**src/rtl/v810_ebi_target.sv**
```systemverilog
// V810 external-bus target: decodes a T1 cycle, inserts wait states, sizes the
// cycle for 32/16-bit devices and bridges it onto a single-port synchronous SRAM.
module v810_ebi_target #(
    parameter int          WAIT_STATES = 0,
    parameter bit          BUS16       = 1'b0,
    parameter int          ADDR_BITS   = 10,
    parameter logic [31:0] BASE        = 32'h0000_0000,
    parameter logic [31:0] MASK        = 32'h8000_0000,
    parameter bit          IO_SPACE    = 1'b0
) (
    input  logic                 clk,
    input  logic                 res,
    input  logic                 ce,
    input  logic [31:0]          a,
    input  logic [31:0]          d_i,
    output logic [31:0]          d_o,
    input  logic [3:0]           be_n,
    input  logic [1:0]           st,
    input  logic                 da_n,
    input  logic                 mrq_n,
    input  logic                 rw,
    input  logic                 bcyst_n,
    output logic                 ready_n,
    output logic                 szrq_n,
    output logic [ADDR_BITS-1:0] mem_a,
    output logic                 mem_ce_n,
    output logic                 mem_we_n,
    output logic [3:0]           mem_be_n,
    output logic [31:0]          mem_di,
    input  logic [31:0]          mem_do,
    output logic                 perr
);
    typedef enum logic [1:0] {S_IDLE, S_WAIT, S_ACK} state_t;
    localparam logic [3:0] WS_INIT = 4'(WAIT_STATES);

    state_t               state, state_nxt;
    logic [3:0]           cnt, cnt_nxt;
    logic [ADDR_BITS-1:0] idx_l;
    logic                 rw_l;
    logic [3:0]           be_l;
    logic                 hit, req, sel, complete, start, strobe_busy;
    logic                 wr_go, rd_live, rd_hold;
    logic [15:0]          half;
    logic [1:0]           pair;

    function automatic logic [ADDR_BITS-1:0] entry(input logic [31:0] addr);
        return BUS16 ? addr[ADDR_BITS:1] : addr[ADDR_BITS+1:2];
    endfunction

    assign hit         = (a & MASK) == BASE;
    assign req         = IO_SPACE ? (mrq_n & (st == 2'b10)) : ~mrq_n;
    assign sel         = ce & ~bcyst_n & hit & req;
    assign complete    = ce & ~res & (state == S_ACK) & ~da_n;
    assign start       = sel & ((state == S_IDLE) | complete);
    assign strobe_busy = ce & ~bcyst_n & ((state == S_WAIT) | ((state == S_ACK) & da_n));

    always_comb begin
        state_nxt = state;
        cnt_nxt   = cnt;
        case (state)
            S_WAIT: if (ce) begin
                if (cnt == 4'd1) state_nxt = S_ACK;
                else             cnt_nxt   = cnt - 4'd1;
            end
            S_ACK:   if (complete) state_nxt = S_IDLE;
            default: ;
        endcase
        // A start in the completing ACK cycle chains the next cycle with no idle gap.
        if (start) begin
            state_nxt = (WAIT_STATES == 0) ? S_ACK : S_WAIT;
            cnt_nxt   = WS_INIT;
        end
    end

    always_ff @(posedge clk) begin
        if (res) begin
            state <= S_IDLE;
            cnt   <= 4'd0;
            perr  <= 1'b0;
        end else begin
            state <= state_nxt;
            cnt   <= cnt_nxt;
            if (strobe_busy) perr <= 1'b1;
        end
    end

    always_ff @(posedge clk) begin
        if (start) begin
            idx_l <= entry(a);
            rw_l  <= rw;
            be_l  <= be_n;
        end
    end

    // Reads keep the SRAM enabled through WAIT/ACK so data tracks the one-cycle
    // read latency; a completing write owns the port over a chained read start.
    assign wr_go    = complete & ~rw_l;
    assign rd_live  = start & rw;
    assign rd_hold  = ((state == S_WAIT) | (state == S_ACK)) & rw_l;
    assign ready_n  = ~complete;
    assign szrq_n   = BUS16 ? ready_n : 1'b1;
    assign mem_we_n = ~wr_go;
    assign mem_ce_n = ~(wr_go | rd_live | rd_hold);
    assign mem_a    = (rd_live & ~wr_go) ? entry(a) : idx_l;
    assign d_o      = ((state == S_ACK) & rw_l) ?
                      (BUS16 ? {mem_do[15:0], mem_do[15:0]} : mem_do) : 32'h0;

    assign half = (be_l[1:0] != 2'b11) ? d_i[15:0] : d_i[31:16];
    assign pair = (be_l[1:0] != 2'b11) ? be_l[1:0] : be_l[3:2];

    always_comb begin
        mem_di   = 32'h0;
        mem_be_n = 4'hF;
        if (wr_go) begin
            if (BUS16) begin
                mem_di   = {16'h0, half};
                mem_be_n = {2'b11, pair};
            end else begin
                mem_di   = d_i;
                mem_be_n = be_l;
            end
        end
    end
endmodule

```
**config.mk**
```make
export PLATFORM = sky130hd
export DESIGN_NAME = v810_ebi_target
export DESIGN_NICKNAME = d
export VERILOG_FILES = /design/src/rtl/v810_ebi_target.sv
export SDC_FILE = /design/constraint.sdc
export NUM_CORES = 1
export LEC_CHECK = 0
export CORE_MARGIN = 2
export CORE_UTILIZATION = 23
export DETAILED_ROUTE_END_ITERATION = 8
export GPL_TIMING_DRIVEN = 1
export PLACE_DENSITY = 0.81
export SYNTH_ARGS = -nofsm -noshare
export SYNTH_HDL_FRONTEND = slang
export SYNTH_SLANG_ARGS = --single-unit
export TNS_END_PERCENT = 20
```
**constraint.sdc**
```tcl
create_clock -name clk -period 3.35 [get_ports clk]
set_input_delay 0.5025 -clock clk [delete_from_list [all_inputs] [get_ports clk]]
set_output_delay 0.5025 -clock clk [all_outputs]
set_load 0.01 [all_outputs]
```
==> results.py <==
metrics = {
    "run_status": {
        "run_status": "finished clean",
    },
    "setup_path": {
        "worst_path_largest_cell_delay_ns": 0.54,
        "crit_family": "buffers and inverters",
        "cp_cell_sequence": "clkdlybuf4s50_1, or3b_4, nor2_4, buf_12, and2_1, clkdlybuf4s50_1",
        "criticalPathCategory": "in -> out",
        "crit_required_ns": 2.85,
        "critPathArrivalTime_ns": 2.48,
        "cp-end-kind": "output port",
        "worstSetupStartpointType": "input pin",
        "slowest_stage": "clkdlybuf4s50_1",
        "crit_fanout": 33,
        "crit_path_frequent_cell": "clkdlybuf4s50_1",
        "critical_path_buf_inv_count": 3,
    },
    "power_and_ir_drop": {
        "p_leak_uw": 0.001229,
        "ir_drop_mv": 0.2410,
        "powerDensity_mw_per_mm2": 172.3,
        "total_power_uw": 527.2,
    },
    "yosys": {
        "yosysWarnings": 0,
        "synthCells": 126,
        "synth-simple-area-share_pct": 42.12,
        "synth_cell_types": 26,
        "synth_top_family_by_area": "simple AND/OR/NAND/NOR gates",
        "synthXorXnorAreaFrac_pct": 0,
        "synth_seq_area_share_pct": 38.85,
        "syn_nets": 235,
        "synthTopCellsByArea": "edfxtp_1 (36%), and3_1 (16%), and2_1 (14%)",
        "avgSynthCellArea_um2": 10.02,
        "synth.top_cell.area_share_pct": 35.68,
        "ys_ff_latch": 17,
        "synth_compound_area_share_pct": 4.460,
        "synth-adder-area-share_pct": 0,
        "post_synth_mux_area_share_pct": 9.514,
        "netlist_area_mm2": 0.001262,
        "yosys.area.top_type": "edfxtp_1",
    },
    "global_route": {
        "grt-ovfl-total": 0,
        "grt_usage_pct": 14.95,
        "antenna_found_initial": 0,
        "grt_first_pass_wirelength_um": 7548,
        "grt_max_degree": 36,
        "grt_pass1_vias": 1553,
    },
    "clocking": {
        "clock-sinks": 17,
        "htree_levels": 1,
        "cts_buffer_depth": 2,
        "cts_setup_buffers": 0,
        "clock_latency_ns": 0.24,
        "root_buffer": "clkbuf_8",
        "post_cts_resized": 0,
        "cts_inserted_buffers": 3,
        "cts_hold_buffers": 0,
        "clk_pin_slew_ns": 0.06,
        "cts_tree": "done",
    },
    "placed_design": {
        "gp_congestion": 0.6923,
        "dp_hpwl_um": 4044,
        "port-buffer-count": 167,
    },
    "layout": {
        "drive_gt1_share_pct": 9.310,
        "antenna_cells": 0,
        "nFillCells": 456,
        "nets": 400,
        "final_common_cell": "clkdlybuf4s50_1",
        "area_growth_syn_to_layout_pct": 142.4,
        "final_cell_mix": "clkdlybuf4s50_1 (167), and3_1 (32), and2_1 (28)",
    },
    "floorplan": {
        "initial_core_util_pct": 24.25,
        "core_area_mm2": 0.005205,
        "die_width_um": 78.09,
        "die_area_mm2": 0.006097,
        "rows": 26,
        "dieHeight_um": 78.09,
        "io_pins": 192,
    },
    "routing": {
        "via_count": 1508,
        "drt_iter0_markers": 32,
        "avgViaCountPerCell": 4.189,
        "wire_per_inst_um": 13.30,
        "first_pass_iters": 4,
        "drtAntennaViolNets": 0,
        "drc": 0,
        "routed_wl_um": 4788,
    },
    "sta": {
        "finalMaxSlewViolations": 0,
        "finalClockSkew_ns": 0.002007,
        "rsz0062_at_grt": "no",
        "setup_viol": 0,
        "hold_viol_final": 0,
        "fin_crit_sh_pct": 88.89,
        "fmax_ghz": 0.3358,
        "layout_min_cycle_time_ns": 2.978,
        "tns_ns": 0,
    },
    "run": {
        "drv_cap": 0,
    },
    "worst_hold_path": {
        "hold_path_class": "reg -> reg",
    },
}
-- per-layer routing --
layer / global-route usage (%) / part of all wire [%] / vias up / wire length, um
li1: - / - / 765 / -
met1: 15.67 / 35 / 650 / 1692
met2: 29.48 / 54 / 87 / 2586
met3: 3.678 / 9.6 / 6 / 459
met4: 3.684 / 1.0 / 0 / 50
met5: 0 / 0 / - / 0
-- where the power goes --
| group | leakage [uW] | switching (uW) | total, uW | internal (uW) |
|---|---|---|---|---|
| Sequential | 0.000152 | 1.29 | 236 | 235 |
| Clock | 0.0000228 | 61.7 | 146 | 84.1 |
| Combinational | 0.00105 | 35.6 | 145 | 110 |
| Total | 0.00123 | 98.6 | 527 | 429 |
-- registers in the layout, summed over array words and instances, names as in the netlist --
| register | count |
|---|---|
| perr | 1 |
| state | 1 |
| rw_l | 1 |
| be_l | 4 |
| idx_l | 10 |
-- path summary, 6_finish.rpt --
| path | cells past startpoint | end | slack, ns | startpoint |
|---|---|---|---|---|
| max | 6 | mem_di[0] | 0.37 | da_n |
| max reg2reg | 2 | idx_l[8]$_DFFE_PP_ | 2.32 | state[1]$_SDFFE_PP0P_ |
| min | 2 | perr$_SDFFE_PP0P_ | 0.49 | perr$_SDFFE_PP0P_ |
| min reg2reg | 2 | perr$_SDFFE_PP0P_ | 0.49 | perr$_SDFFE_PP0P_ |
-- worst register-to-register path: stages (launching register included) --
cell,delay [ns]
dfxtp_1,0.34
a21boi_1,0.14
buf_4,0.24
-- logic make-up after synthesis --
family	count (synthesis)
other	1
and+or+nand+nor	78
muxes	10
AOI/OAI and AO/OA	6
DFF	17
buffers and inverters	14
-- metrics by stage --
step	util (%)	setup WS [ns]	hold slack, ns	cell area, um2	cells
floorplan	-	0.8326	0.5106	1262	126
global placement	57.93	0.3791	0.4709	3015	356
detailed placement	57.93	0.3598	0.4807	3015	356
CTS	58.80	0.3552	0.4979	3060	360
global route	58.80	0.2637	0.5767	3060	360
finish	58.80	0.3722	0.4854	3060	360
-- final cells by class --
type,count,area (um2),area share [%]
Timing Repair Buffer,171,1714,56.01
Multi-Input combinational cell,95,711.9,23.26
Sequential cell,17,490.5,16.03
Tap cell,70,87.58,2.862
Clock buffer,4,45.04,1.472
Inverter,3,11.26,0.3679
-- Yosys cell counts --
library cell	instances
mux2_4	2
nand2_1	1
o211ai_4	1
dfxtp_1	2
and3_1	32
o21ai_0	1
a21oi_1	1
or3_1	4
and2_2	4
mux2_2	8
clkbuf_2	3
nor4b_4	1
or2b_1	2
a21o_2	1
nor2_1	3
nor2_4	1
edfxtp_1	15
conb_1	1
or3b_4	1
buf_4	1
nor4bb_4	1
a21boi_0	1
a41oi_1	1
inv_1	3
clkbuf_1	7
and2_1	28
No activity file was read; power rests on OpenSTA's default activity.
